<file path="config.mk">
export PLATFORM = sky130hd
export DESIGN_NAME = pipelined_adder
export DESIGN_NICKNAME = d
export VERILOG_FILES = /design/src/rtl/pipelined_adder_pkg.sv /design/src/rtl/pipelined_adder_full_adder_slice.sv /design/src/rtl/pipelined_adder.sv
export SDC_FILE = /design/constraint.sdc
export NUM_CORES = 1
export LEC_CHECK = 0
export CAP_MARGIN = 20
export CORE_MARGIN = 2
export CORE_UTILIZATION = 58
export DETAILED_ROUTE_END_ITERATION = 10
export PLACE_DENSITY = 0.83
export REMOVE_ABC_BUFFERS = 1
export SYNTH_ARGS = -nofsm -noshare
export SYNTH_HDL_FRONTEND = slang
export SYNTH_SLANG_ARGS = --single-unit
</file>
<file path="constraint.sdc">
create_clock -name clk -period 5.06 [get_ports clk]
set_clock_uncertainty 0.15 [all_clocks]
set_input_delay 1.012 -clock clk [delete_from_list [all_inputs] [get_ports clk]]
set_output_delay 1.012 -clock clk [all_outputs]
set_load 0.03 [all_outputs]
</file>
<file path="src/rtl/pipelined_adder_pkg.sv">
// Shared types and elaboration helpers for the pipelined adder.
package pipelined_adder_pkg;

    // Per-stage control register: beat valid flag and carry out of the segment.
    typedef struct packed {
        logic valid;
        logic carry;
    } stage_ctl_t;

    // Width of one carry-chain segment.
    function automatic int cw(input int width, input int stages);
        return (stages > 0) ? (width / stages) : width;
    endfunction

    // Legal parameter set: 1 <= stages <= width and the segments tile the word exactly.
    function automatic bit params_ok(input int width, input int stages);
        if (stages < 1 || stages > width) begin
            return 1'b0;
        end
        return (width % stages) == 0;
    endfunction

endpackage

</file>
<file path="src/rtl/pipelined_adder_full_adder_slice.sv">
// Combinational ripple adder segment built from full-adder bit cells.
module full_adder_slice
    import pipelined_adder_pkg::*;
#(
    parameter int W = 4
) (
    input  logic [W-1:0] a,
    input  logic [W-1:0] b,
    input  logic         ci,
    output logic [W-1:0] s,
    output logic         co
);

    // Ripple the carry through W full-adder cells: sum = a^b^c, carry = majority(a,b,c).
    always_comb begin
        logic carry;
        carry = ci;
        s     = '0;
        for (int i = 0; i < W; i++) begin
            s[i]  = a[i] ^ b[i] ^ carry;
            carry = (a[i] & b[i]) | (a[i] & carry) | (b[i] & carry);
        end
        co = carry;
    end

endmodule

</file>
<file path="src/rtl/pipelined_adder.sv">
// Pipelined WIDTH-bit adder with carry-in, carry chain split over STAGES
// register stages, valid/ready handshake with full back-pressure.
// Optional signed-overflow output enabled by defining PIPE_ADDER_OVF_EN.
module pipelined_adder
    import pipelined_adder_pkg::*;
#(
    parameter int WIDTH  = 16,
    parameter int STAGES = 4
) (
    input  logic             clk,
    input  logic             rst_n,
    input  logic             in_valid,
    output logic             in_ready,
    input  logic [WIDTH-1:0] a,
    input  logic [WIDTH-1:0] b,
    input  logic             cin,
    output logic             out_valid,
    input  logic             out_ready,
    output logic [WIDTH-1:0] sum,
    output logic             cout
`ifdef PIPE_ADDER_OVF_EN
    ,
    output logic             ovf
`endif
);

    localparam int CW = cw(WIDTH, STAGES);

    if (!params_ok(WIDTH, STAGES)) begin : g_param_check
        $error("pipelined_adder: WIDTH must be a multiple of STAGES and 1 <= STAGES <= WIDTH");
    end

    // The whole pipe moves together; it only stalls when a result is waiting unaccepted.
    logic advance;
    assign advance  = !out_valid || out_ready;
    assign in_ready = advance;

    for (genvar k = 0; k < STAGES; k++) begin : g_stage
        // Stage k consumes the operand bits from segment k upward and has
        // produced sum bits for segments 0..k.
        localparam int SRC_W = WIDTH - k * CW;
        localparam int LO_W  = (k + 1) * CW;

        stage_ctl_t       src_ctl;
        stage_ctl_t       ctl_q;
        logic [SRC_W-1:0] src_a;
        logic [SRC_W-1:0] src_b;
        logic [CW-1:0]    seg_s;
        logic             seg_co;
        logic [LO_W-1:0]  sum_d;
        logic [LO_W-1:0]  sum_q;
`ifdef PIPE_ADDER_OVF_EN
        logic             src_amsb;
        logic             src_bmsb;
        logic             amsb_q;
        logic             bmsb_q;
`endif

        if (k == 0) begin : g_head
            assign src_ctl = '{valid: in_valid, carry: cin};
            assign src_a   = a;
            assign src_b   = b;
            assign sum_d   = seg_s;
`ifdef PIPE_ADDER_OVF_EN
            assign src_amsb = a[WIDTH-1];
            assign src_bmsb = b[WIDTH-1];
`endif
        end else begin : g_link
            assign src_ctl = g_stage[k-1].ctl_q;
            assign src_a   = g_stage[k-1].g_fwd.a_q;
            assign src_b   = g_stage[k-1].g_fwd.b_q;
            assign sum_d   = {seg_s, g_stage[k-1].sum_q};
`ifdef PIPE_ADDER_OVF_EN
            assign src_amsb = g_stage[k-1].amsb_q;
            assign src_bmsb = g_stage[k-1].bmsb_q;
`endif
        end

        full_adder_slice #(
            .W (CW)
        ) u_slice (
            .a  (src_a[CW-1:0]),
            .b  (src_b[CW-1:0]),
            .ci (src_ctl.carry),
            .s  (seg_s),
            .co (seg_co)
        );

        // Stage register: valid flag, segment carry and accumulated low sum bits.
        always_ff @(posedge clk or negedge rst_n) begin
            if (!rst_n) begin
                ctl_q <= '0;
                sum_q <= '0;
            end else if (advance) begin
                ctl_q.valid <= src_ctl.valid;
                ctl_q.carry <= seg_co;
                sum_q       <= sum_d;
            end
        end

`ifdef PIPE_ADDER_OVF_EN
        // Operand sign bits ride alongside the beat so the last stage can judge overflow.
        always_ff @(posedge clk or negedge rst_n) begin
            if (!rst_n) begin
                amsb_q <= 1'b0;
                bmsb_q <= 1'b0;
            end else if (advance) begin
                amsb_q <= src_amsb;
                bmsb_q <= src_bmsb;
            end
        end
`endif

        if (k < STAGES - 1) begin : g_fwd
            logic [SRC_W-CW-1:0] a_q;
            logic [SRC_W-CW-1:0] b_q;

            // Operand bits for the segments still to be added travel forward unchanged.
            always_ff @(posedge clk or negedge rst_n) begin
                if (!rst_n) begin
                    a_q <= '0;
                    b_q <= '0;
                end else if (advance) begin
                    a_q <= src_a[SRC_W-1:CW];
                    b_q <= src_b[SRC_W-1:CW];
                end
            end
        end
    end

    assign out_valid = g_stage[STAGES-1].ctl_q.valid;
    assign sum       = g_stage[STAGES-1].sum_q;
    assign cout      = g_stage[STAGES-1].ctl_q.carry;

`ifdef PIPE_ADDER_OVF_EN
    assign ovf = (g_stage[STAGES-1].amsb_q == g_stage[STAGES-1].bmsb_q) &&
                 (sum[WIDTH-1] != g_stage[STAGES-1].amsb_q);
`endif

endmodule

</file>
; Word level (Yosys, flattened, before mapping)
; Index checks and enable logic that the tools add are counted.
[totals]
ff_bits = 96
inputBits = 37
output_inout_bits = 19
[classes]
bitwise = 112
n_reduce_logical = 2
[op_table]
columns = operator, count
row1 = 1-bit AND, 48
row2 = 1-bit bitwise OR, 32
row3 = 1-bit XOR, 32
row4 = 1-bit zero test, 1
row5 = 1-bit logical OR, 1

; Longest topological paths before layout
; Gate-level depths: netlist of run 1.
[depth]
depth_word = 12
ltp_mapped = 8
mapped_depth_nobuf = 8

; Modules after synthesis
; Synthesis of run 1 repeated with hierarchy kept, for this count alone.
[unflattened]
hier_cells = 260
area_unflattened_um2 = 4154.0
[modules_own_cells]
columns = mod, instances, cells_per_inst, area_each_um2
row1 = pipelined_adder, 1, 204, 3683.5
row2 = full_adder_slice, 4, 14, 117.6

; Worst setup path after synthesis of run 1
; Ideal clock, no wire load.
[synth_path]
kind = input to output
from = input port out_ready
to = output port in_ready
arrival_time_ps = 1806
setup_slack_ps = 2092
stages = 6
cell_sequence = buf_6 -> nand2b_4 -> buf_6 -> buf_6 -> buf_6 -> buf_6
[synth_between]
elab_chain_cells = 1
[synth_rtl]
columns = element, line_no
row1 = "start, declared", pipelined_adder.sv:18  ; input logic out_ready,
row2 = 1-bit logical OR, pipelined_adder.sv:35  ; assign advance = !out_valid || out_ready;
row3 = "end, declared", pipelined_adder.sv:13  ; output logic in_ready,
; Every way passes these cells.

; Worst setup path after layout of run 1
; Same ends and word-level chain as after synthesis.

==> results.json, run 1 <==
{
  "status": "finished, final reports clean",
  "grt.overflow.total": 0,
  "cap_violations": 0,
  "diodes": 0,
  "first_global_vias": 2141,
  "clk_path_buf_depth": 2,
  "tightest_slew_ps": 861,
  "syn_area_sq_mm": 0.00408,
  "path_cells": "clkdlybuf4s50_1 -> nand2b_4 -> clkdlybuf4s50_1",
  "synth-edff-count": 0,
  "cts.sinks": 96,
  "slew_violations": 0,
  "first_iter_violations": 101,
  "routabilityCongestion": 0.705,
  "timing.critical_path.buf_inv": 2,
  "synth_top_cell_area_share_pct": 58.9,
  "endpoint_kind": "output port",
  "ys_seq_area_share_pct": 58.9,
  "peakVddDrop_mv": 0.355,
  "num_rows": 30,
  "yosysUniqueCellTypes": 12,
  "cts_setup_buffers": 0,
  "yosysMostFrequentCell": "dfrtp_1",
  "fmax_ghz": 0.260,
  "grt_pass1_wl_mm": 10.1,
  "holdCritPathClass": "register to register",
  "drt-wirelength-per-cell_um": 14.5,
  "power_mw": 2.90,
  "setup_violations": 0,
  "root_buffer": "clkbuf_8",
  "period_share_pct": 75.9,
  "cts_hold_buf": 0,
  "slowest_delay_ps": 760,
  "insertion_delay_ps": 360,
  "critPathRequiredTime_ps": 3900,
  "worst_ep_arrival_time_ps": 2680,
  "cts_resized": 0,
  "syn_to_final_growth_pct": 19.4,
  "grt_max_degree": 69,
  "path_common_cell": "clkdlybuf4s50_1",
  "max_slew_margin_pct": 42.6,
  "vias_per_cell": 5.10,
  "async_flop_share_pct": 100,
  "powerDensity_mw_per_mm2": 595,
  "layout-drive-gt1-share_pct": 32.2,
  "cts_htree_levels": 3,
  "drcViolationCount": 0,
  "power.static_leakage_nw": 2.16,
  "synth_commonest_cells": "dfrtp_1, mux2_2, inv_1, fa_1, mux2_4",
  "fin_setup_tns_ps": 0,
  "io_buffers": 55,
  "numCtsBuffers": 9,
  "synth.top_cells.by_area": "dfrtp_1, mux2_2, fa_1, mux2_4, inv_1",
  "die_y_um": 87.9,
  "dpl.cell_count": 400,
  "critPathLaunchType": "input pin",
  "dominantRegCellSynth": "dfrtp_1",
  "fin_hold_ws_ps": 314,
  "synth_warnings": 0,
  "start_util_pct": 60.0,
  "final_nets": 368,
  "hold_violations": 0,
  "nFillCells": 481,
  "critPathTopFamily": "buffers and inverters",
  "path_clk_slew_ps": 80,
  "routed_wl_mm": 6.04,
  "grt_util_all_layers_pct": 17.5,
  "fin_cells": 416,
  "die_area_sq_mm": 0.00772,
  "period_needed_ps": 3840,
  "layout_setup_ws_ps": 1220,
  "cts_tree": "built",
  "dp_hpwl_mm": 4.01,
  "place_ws_ps": 1230,
  "synth.largest_area_cell": "dfrtp_1",
  "dr.pass1.iters": 4,
  "worst-path-max-fanout": 30,
  "rsz0062_at_grt": "false",
  "core_sq_mm": 0.00679,
  "pin_count": 56,
  "die_x_um": 87.9,
  "num_vias": 2121,
  "synth_seq_cells": 96,
  "antenna_found_initial": 0,
  "syn_area_per_cell_sq_um": 15.8,
  "synth_cells": 258,
  "antenna_left": 0,
  "crit_type": "input pin to output port",
  "cp_slowest_cell": "clkdlybuf4s50_1"
}
## power by group
| group | internal [mW] | switching (mW) | total (mW) |
|---|---|---|---|
| sequential | 1.10 | 0.188 | 1.29 |
| clock | 0.231 | 0.261 | 0.492 |
| combinational | 0.616 | 0.500 | 1.12 |
## cell type report
type	instances	area, sq um	area share [%]
flip-flops and latches	96	2400	49.3
multi-input cells	122	1470	30.3
repair buffers	58	571	11.7
clock buffers	10	128	2.62
well taps	96	120	2.47
inverters	28	105	2.16
clock inverters	6	68.8	1.41
## routing by layer
metal	wire length (um)	up-vias	GRT usage (%)
met3	321	15	5.18
met4	115	0	6.99
met5	0	-	0
li1	-	972	-
met2	2750	56	25.9
met1	2850	1078	24.8
## sequential cells by signal (all words and copies together) (netlist names)
name	flops
g_stage.ctl_q	6
cout	1
g_stage.g_fwd.b_q	24
out_valid	1
sum	16
g_stage.sum_q	24
g_stage.g_fwd.a_q	24
## worst reg2reg max path, stage by stage (launching register included)
cell,delay (ps)
dfrtp_1,540
nand2b_4,420
buf_4,770
mux2_2,460
## stage by stage
stage	util, %	area, sq um
finish	71.7	4870
global route	71.7	4870
CTS	71.7	4870
detailed placement	68.8	4670
global placement	68.8	4670
floorplan	-	3980
## cell usage in the layout, fill, tap and decap left out, types with 2 or more instances in the layout
master / count
mux2_2: 68
dfrtp_1: 96
a21oi_1: 9
mux2_4: 15
inv_1: 28
clkbuf_8: 9
mux2i_1: 3
buf_4: 4
clkinv_4: 2
nor3b_1: 9
clkdlybuf4s50_1: 54
fa_1: 16
## worst paths after layout
kind	start	to	slack [ps]	cells after the start
max in group asynchronous	rst_n	g_stage[0].g_fwd.b_q[9]	3210	2
setup reg to reg	out_valid	g_stage[2].g_fwd.b_q[3]	2610	3
min in group asynchronous	rst_n	sum[2]	510	1
hold / removal	g_stage[2].ctl_q[1]	out_valid	310	1
setup / recovery	out_ready	in_ready	1220	3
hold reg to reg	g_stage[2].ctl_q[1]	out_valid	310	1
## cells by family (layout without fill, tap and decap cells)
family	count (synthesis)	count (layout)	share of synthesized area, %
DFF	96	96	58.9
adders and majority gates	16	16	7.85
buffers and inverters	40	102	4.97
AOI/OAI and AO/OA	9	9	1.10
and+or+nand+nor	11	11	2.15
muxes	86	86	25.0
Power figures use the tool's default switching activity.
==> run 2, diff against run 1 <==
CORE_UTILIZATION = 49   (was 58)
PLACE_DENSITY = 0.74   (was 0.83)
clock period = 3.3 ns   (was 5.06 ns; I/O delays follow)
==> run 2 against run 1 <==
- worst setup slack worse by 590 ps
- sequential share of layout area is 0.48 points lower
- core utilization shrank 11 points
- clock-buffer cell count is 2 higher
- final cell count grew 2.2%
- die area grew 17%
- clock power grew 61%
- total power up 54%
- first-iteration DRC count is 48% lower
- cell area is 0.98% higher
- critical path type is now input pin to register
==> results.json, run 2 (synthesized netlist as in run 1, its figures left out) <==
{
  "max_slew_margin_pct": 52.8,
  "cts_htree_levels": 3,
  "fin_setup_tns_ps": 0,
  "peakVddDrop_mv": 0.282,
  "hold_violations": 0,
  "use_met2_pct": 22.4,
  "core_sq_mm": 0.00813,
  "cts.sinks": 96,
  "slowest_delay_ps": 410,
  "start_util_pct": 50.1,
  "path_clk_slew_ps": 90,
  "endpoint_kind": "register",
  "switchingPower_mw": 1.40,
  "met3_usage_pct": 3.00,
  "pin_count": 56,
  "powerDensity_mw_per_mm2": 908,
  "switching_share_pct": 31.4,
  "pwr-share-clk_pct": 17.8,
  "diodes": 0,
  "path_common_cell": "fa_1",
  "cap_violations": 0,
  "p_seq_share_pct": 44.0,
  "vias_per_cell": 4.93,
  "dpl.cell_count": 410,
  "cts_setup_buffers": 0,
  "layout_setup_ws_ps": 634,
  "grtUsageMet1_pct": 20.2,
  "antenna_found_initial": 0,
  "status": "finished, final reports clean",
  "place_ws_ps": 282,
  "grt.overflow.total": 0,
  "critPathRequiredTime_ps": 3410,
  "worst_ep_arrival_time_ps": 2770,
  "worst-path-max-fanout": 1,
  "antenna_left": 0,
  "slew_violations": 0,
  "largest_registers": "g_stage.g_fwd.a_q x24, g_stage.g_fwd.b_q x24, g_stage.sum_q x24",
  "tightest_slew_ps": 707,
  "cts_hold_buf": 0,
  "holdCritPathClass": "input pin to asynchronous set/reset pin",
  "first_global_vias": 2150,
  "insertion_delay_ps": 340,
  "period_needed_ps": 2670,
  "fmax_ghz": 0.375,
  "final_cell_mix": "dfrtp_1, mux2_2, clkdlybuf4s50_1",
  "p_comb_share_pct": 38.2,
  "period_share_pct": 80.8,
  "power.static_leakage_nw": 2.18,
  "layout-drive-gt1-share_pct": 31.9,
  "critPathLaunchType": "input pin",
  "first_iter_violations": 53,
  "drcViolationCount": 0,
  "root_buffer": "clkbuf_8",
  "critPathTopFamily": "adder cells",
  "cts_resized": 0,
  "dr.pass1.iters": 3,
  "drt-wirelength-per-cell_um": 14.2,
  "grt-busiest-layer": "met2",
  "routed_wl_mm": 6.05,
  "die_area_sq_mm": 0.00907,
  "cts_tree": "built",
  "dp_hpwl_mm": 4.15,
  "power_mw": 4.47,
  "num_vias": 2094,
  "die_y_um": 95.2,
  "setup_violations": 0,
  "fin_hold_ws_ps": 202,
  "die_x_um": 95.2,
  "io_buffers": 55,
  "internal_power_mw": 3.06,
  "routabilityCongestion": 0.697,
  "cp_slowest_cell": "clkdlybuf4s50_1",
  "num_rows": 33,
  "grt_max_degree": 56,
  "timing.critical_path.buf_inv": 4,
  "syn_to_final_growth_pct": 20.5,
  "grt_pass1_wl_mm": 10.2,
  "fin_cells": 425,
  "crit_type": "input pin to register",
  "numCtsBuffers": 9,
  "clk_path_buf_depth": 2,
  "rsz0062_at_grt": "false",
  "final_nets": 369,
  "final_common_cell": "dfrtp_1",
  "grt_util_all_layers_pct": 14.8,
  "path_cells": "clkdlybuf4s50_1 -> inv_1 -> fa_1 -> inv_1 -> fa_1 -> fa_1 -> inv_1 -> fa_1 -> a21oi_1"
}
run 2: worst paths after layout:
path / start / to / slack (ps) / cells after the start
setup / recovery: a[0] / g_stage[0].sum_q[3] / 630 / 9
hold / removal: rst_n / g_stage[2].sum_q[1] / 200 / 1
setup reg to reg: g_stage[2].g_fwd.a_q[0] / sum[15] / 980 / 8
hold reg to reg: g_stage[2].ctl_q[1] / out_valid / 310 / 1
max in group asynchronous: rst_n / sum[10] / 2120 / 2
min in group clk: g_stage[2].ctl_q[1] / out_valid / 310 / 1
run 2: metrics by stage:
stage	utilization [%]	instance area, sq um
global placement	57.9	4710
global route	60.4	4920
CTS	60.4	4920
detailed placement	57.9	4710
finish	60.4	4920
floorplan	-	3980
run 2: worst register-to-register path: cells and delay by family (launching register included):
kind                     cells  cell delay [ps]
adder cells (fa/ha/maj)      4             1350
flip-flops                   1              380
buffers and inverters        3              210
AO/OA/AOI/OAI                1              150
run 2: power groups by stage:
stage	registers (mW)	clock network [mW]	logic, mW
2_1_floorplan	2.14	0	1.02
3_3_place_gp	1.98	0	1.68
3_5_place_dp	2.01	0	1.74
4_1_cts	1.98	0.820	1.75
5_1_grt	2.05	0.868	1.88
6_report	1.97	0.793	1.71
run 2: layer usage:
| layer | share of wire (%) | vias up | wire [um] |
|---|---|---|---|
| li1 | - | 967 | - |
| met5 | 0 | - | 0 |
| met1 | 46 | 1075 | 2800 |
| met2 | 48 | 39 | 2890 |
| met3 | 3.2 | 13 | 191 |
| met4 | 2.8 | 0 | 167 |
run 2: final cells by class:
class / count / area (sq um)
fillers: 628 / 3220
flip-flops and latches: 96 / 2400
multi-input cells: 122 / 1470
repair buffers: 59 / 601
clock buffers: 12 / 135
well taps: 105 / 131
inverters: 28 / 105
clock inverters: 3 / 67.6
==> run 3, diff against run 2 <==
CORE_UTILIZATION = 54   (was 49)
PLACE_DENSITY = 0.78   (was 0.74)
clock period = 2.46 ns   (was 3.3 ns; I/O delays follow)
==> run 3 against run 2 <==
- via count up 2.9%
- sequential cell count is the same
- register-to-register slack worse by 800 ps
- first-iteration DRC count fell by 17%
- core utilization increased by 7.9 points
- sequential share of layout area down 0.66 points
- combinational power grew 40%
- routed wire length is essentially flat
- sequential power grew 33%
- worst setup slack got worse by 570 ps
- global-route usage is 1.4 points higher
- final cell count is the same
- largest cell class unchanged
==> results.json, run 3 (synthesized netlist as in run 1, its figures left out) <==
{
  "setup_violations": 0,
  "fin_hold_ws_ps": 328,
  "dp_hpwl_mm": 4.12,
  "worst_ep_arrival_time_ps": 2490,
  "regToRegStartpoint": "g_stage[0].g_fwd.a_q[0]",
  "die_y_um": 90.9,
  "num_vias": 2154,
  "startpoint": "a[0]",
  "first_global_vias": 2183,
  "drcViolationCount": 0,
  "dr.pass1.iters": 4,
  "cts_htree_levels": 3,
  "cts_tree": "built",
  "clk_path_buf_depth": 2,
  "syn_to_final_growth_pct": 22.2,
  "io_buffers": 55,
  "power_mw": 6.04,
  "drt-wirelength-per-cell_um": 14.2,
  "crit_type": "input pin to register",
  "die_x_um": 90.9,
  "reg2reg_slack_ps": 180,
  "cts.sinks": 96,
  "start_util_pct": 55.9,
  "final_cell_mix": "dfrtp_1, mux2_2, clkdlybuf4s50_1",
  "holdCritPathClass": "register to register",
  "peakVddDrop_mv": 0.615,
  "routed_wl_mm": 6.05,
  "core_sq_mm": 0.00729,
  "num_rows": 31,
  "layout-drive-gt1-share_pct": 35.6,
  "grt_util_all_layers_pct": 16.2,
  "p_comb_share_pct": 39.6,
  "final_nets": 374,
  "fin_cells": 425,
  "rsz0062_at_grt": "true",
  "setup.worst_path.end": "g_stage[0].sum_q[3]",
  "die_area_sq_mm": 0.00826,
  "reg2reg_to": "g_stage[1].sum_q[7]",
  "powerDensity_mw_per_mm2": 1210,
  "insertion_delay_ps": 350,
  "path_clk_slew_ps": 90,
  "grt_max_degree": 45,
  "antenna_left": 0,
  "critPathLaunchType": "input pin",
  "period_share_pct": 97.5,
  "numCtsBuffers": 9,
  "dpl.cell_count": 408,
  "status": "finished, final reports clean",
  "grt.overflow.total": 0,
  "worst-path-max-fanout": 1,
  "final_util_pct": 68.3,
  "endpoint_kind": "register",
  "nFillCells": 549,
  "routabilityCongestion": 0.732,
  "largest_registers": "g_stage.g_fwd.a_q x24, g_stage.g_fwd.b_q x24, g_stage.sum_q x24",
  "critPathRequiredTime_ps": 2550,
  "first_iter_violations": 44,
  "period_needed_ps": 2400,
  "fmax_ghz": 0.417,
  "pwr-share-clk_pct": 17.1,
  "grt_pass1_wl_mm": 10.5,
  "switching_share_pct": 32.5,
  "hold_violations": 0,
  "switchingPower_mw": 1.97,
  "max_slew_margin_pct": 62.8,
  "cap_violations": 0,
  "diodes": 0,
  "register_area_sq_mm": 0.00240,
  "antenna_found_initial": 0,
  "slew_violations": 0,
  "rr_worst_depth": 8,
  "fin_setup_tns_ps": 0,
  "internal_power_mw": 4.08,
  "root_buffer": "clkbuf_8",
  "pin_count": 56,
  "p_seq_share_pct": 43.3,
  "vias_per_cell": 5.07,
  "multi_input_area_sq_mm": 0.00149,
  "tightest_slew_ps": 558,
  "cts_setup_buffers": 0,
  "power.static_leakage_nw": 2.21,
  "final_common_cell": "dfrtp_1"
}
[run 3: changes by cell type in the layout (fill, tap and decap cells not counted), moves of 2 or more]
cell	previous run	this run
fa_2	0	3
buf_4	4	6
inv_6	0	4
inv_2	0	2
inv_1	28	26
clkbuf_1	3	0
fa_1	16	13
buf_12	2	4
[run 3: power by group through the flow]
stage / Sequential (mW) / Combinational, mW / Clock (mW)
6_report: 2.62 / 2.39 / 1.03
4_1_cts: 2.63 / 2.42 / 1.08
5_1_grt: 2.71 / 2.63 / 1.15
3_3_place_gp: 2.63 / 2.34 / 0
3_5_place_dp: 2.66 / 2.41 / 0
2_1_floorplan: 2.87 / 1.36 / 0
[run 3: what timing repair did]
action	CTS	global route
setup endpoints to repair	0	2
hold buffers	1	0
endpoints found under the hold margin	42	0
resized for setup	0	6
[run 3: final cells by class]
| class | count | share of cell area, % |
|---|---|---|
| Clock buffer | 9 | 2.49 |
| Sequential cell | 96 | 48.2 |
| Timing Repair Buffer | 64 | 13.4 |
| Tap cell | 99 | 2.49 |
| Multi-Input combinational cell | 122 | 29.8 |
| Inverter | 28 | 2.11 |
| Clock inverter | 7 | 1.56 |
[run 3: per-layer routing]
metal,up-vias,wire (um),global-route usage (%)
li1,986,-,-
met1,1115,2720,22.5
met2,46,2990,24.5
met3,7,270,5.51
met4,0,71,4.92
met5,-,0,0
[run 3: worst min path at each step]
stage	startpoint	to	slack [ps]	cells after the start
2_1_floorplan	rst_n	cout	50	0
5_1_grt	g_stage[2].ctl_q[1]	out_valid	360	1
4_1_cts	g_stage[2].ctl_q[1]	out_valid	330	1
6_report	g_stage[2].ctl_q[1]	out_valid	330	1
3_5_place_dp	g_stage[2].ctl_q[1]	out_valid	310	1
3_3_place_gp	g_stage[2].ctl_q[1]	out_valid	290	1
[run 3: critical path, cell delays in order]
cell	delay (ps)
clkdlybuf4s50_1	450
inv_1	50
fa_1	410
inv_1	80
fa_2	190
fa_2	190
inv_2	40
fa_1	520
a21oi_1	70
[run 3: stage by stage]
stage | instance area [sq um] | worst slack [ps]
2_1_floorplan | 3980 | 169
3_3_place_gp | 4760 | -271
3_5_place_dp | 4760 | -378
4_1_cts | 4970 | 21.9
5_1_grt | 4980 | -13.0
6_report | 4980 | 61.9
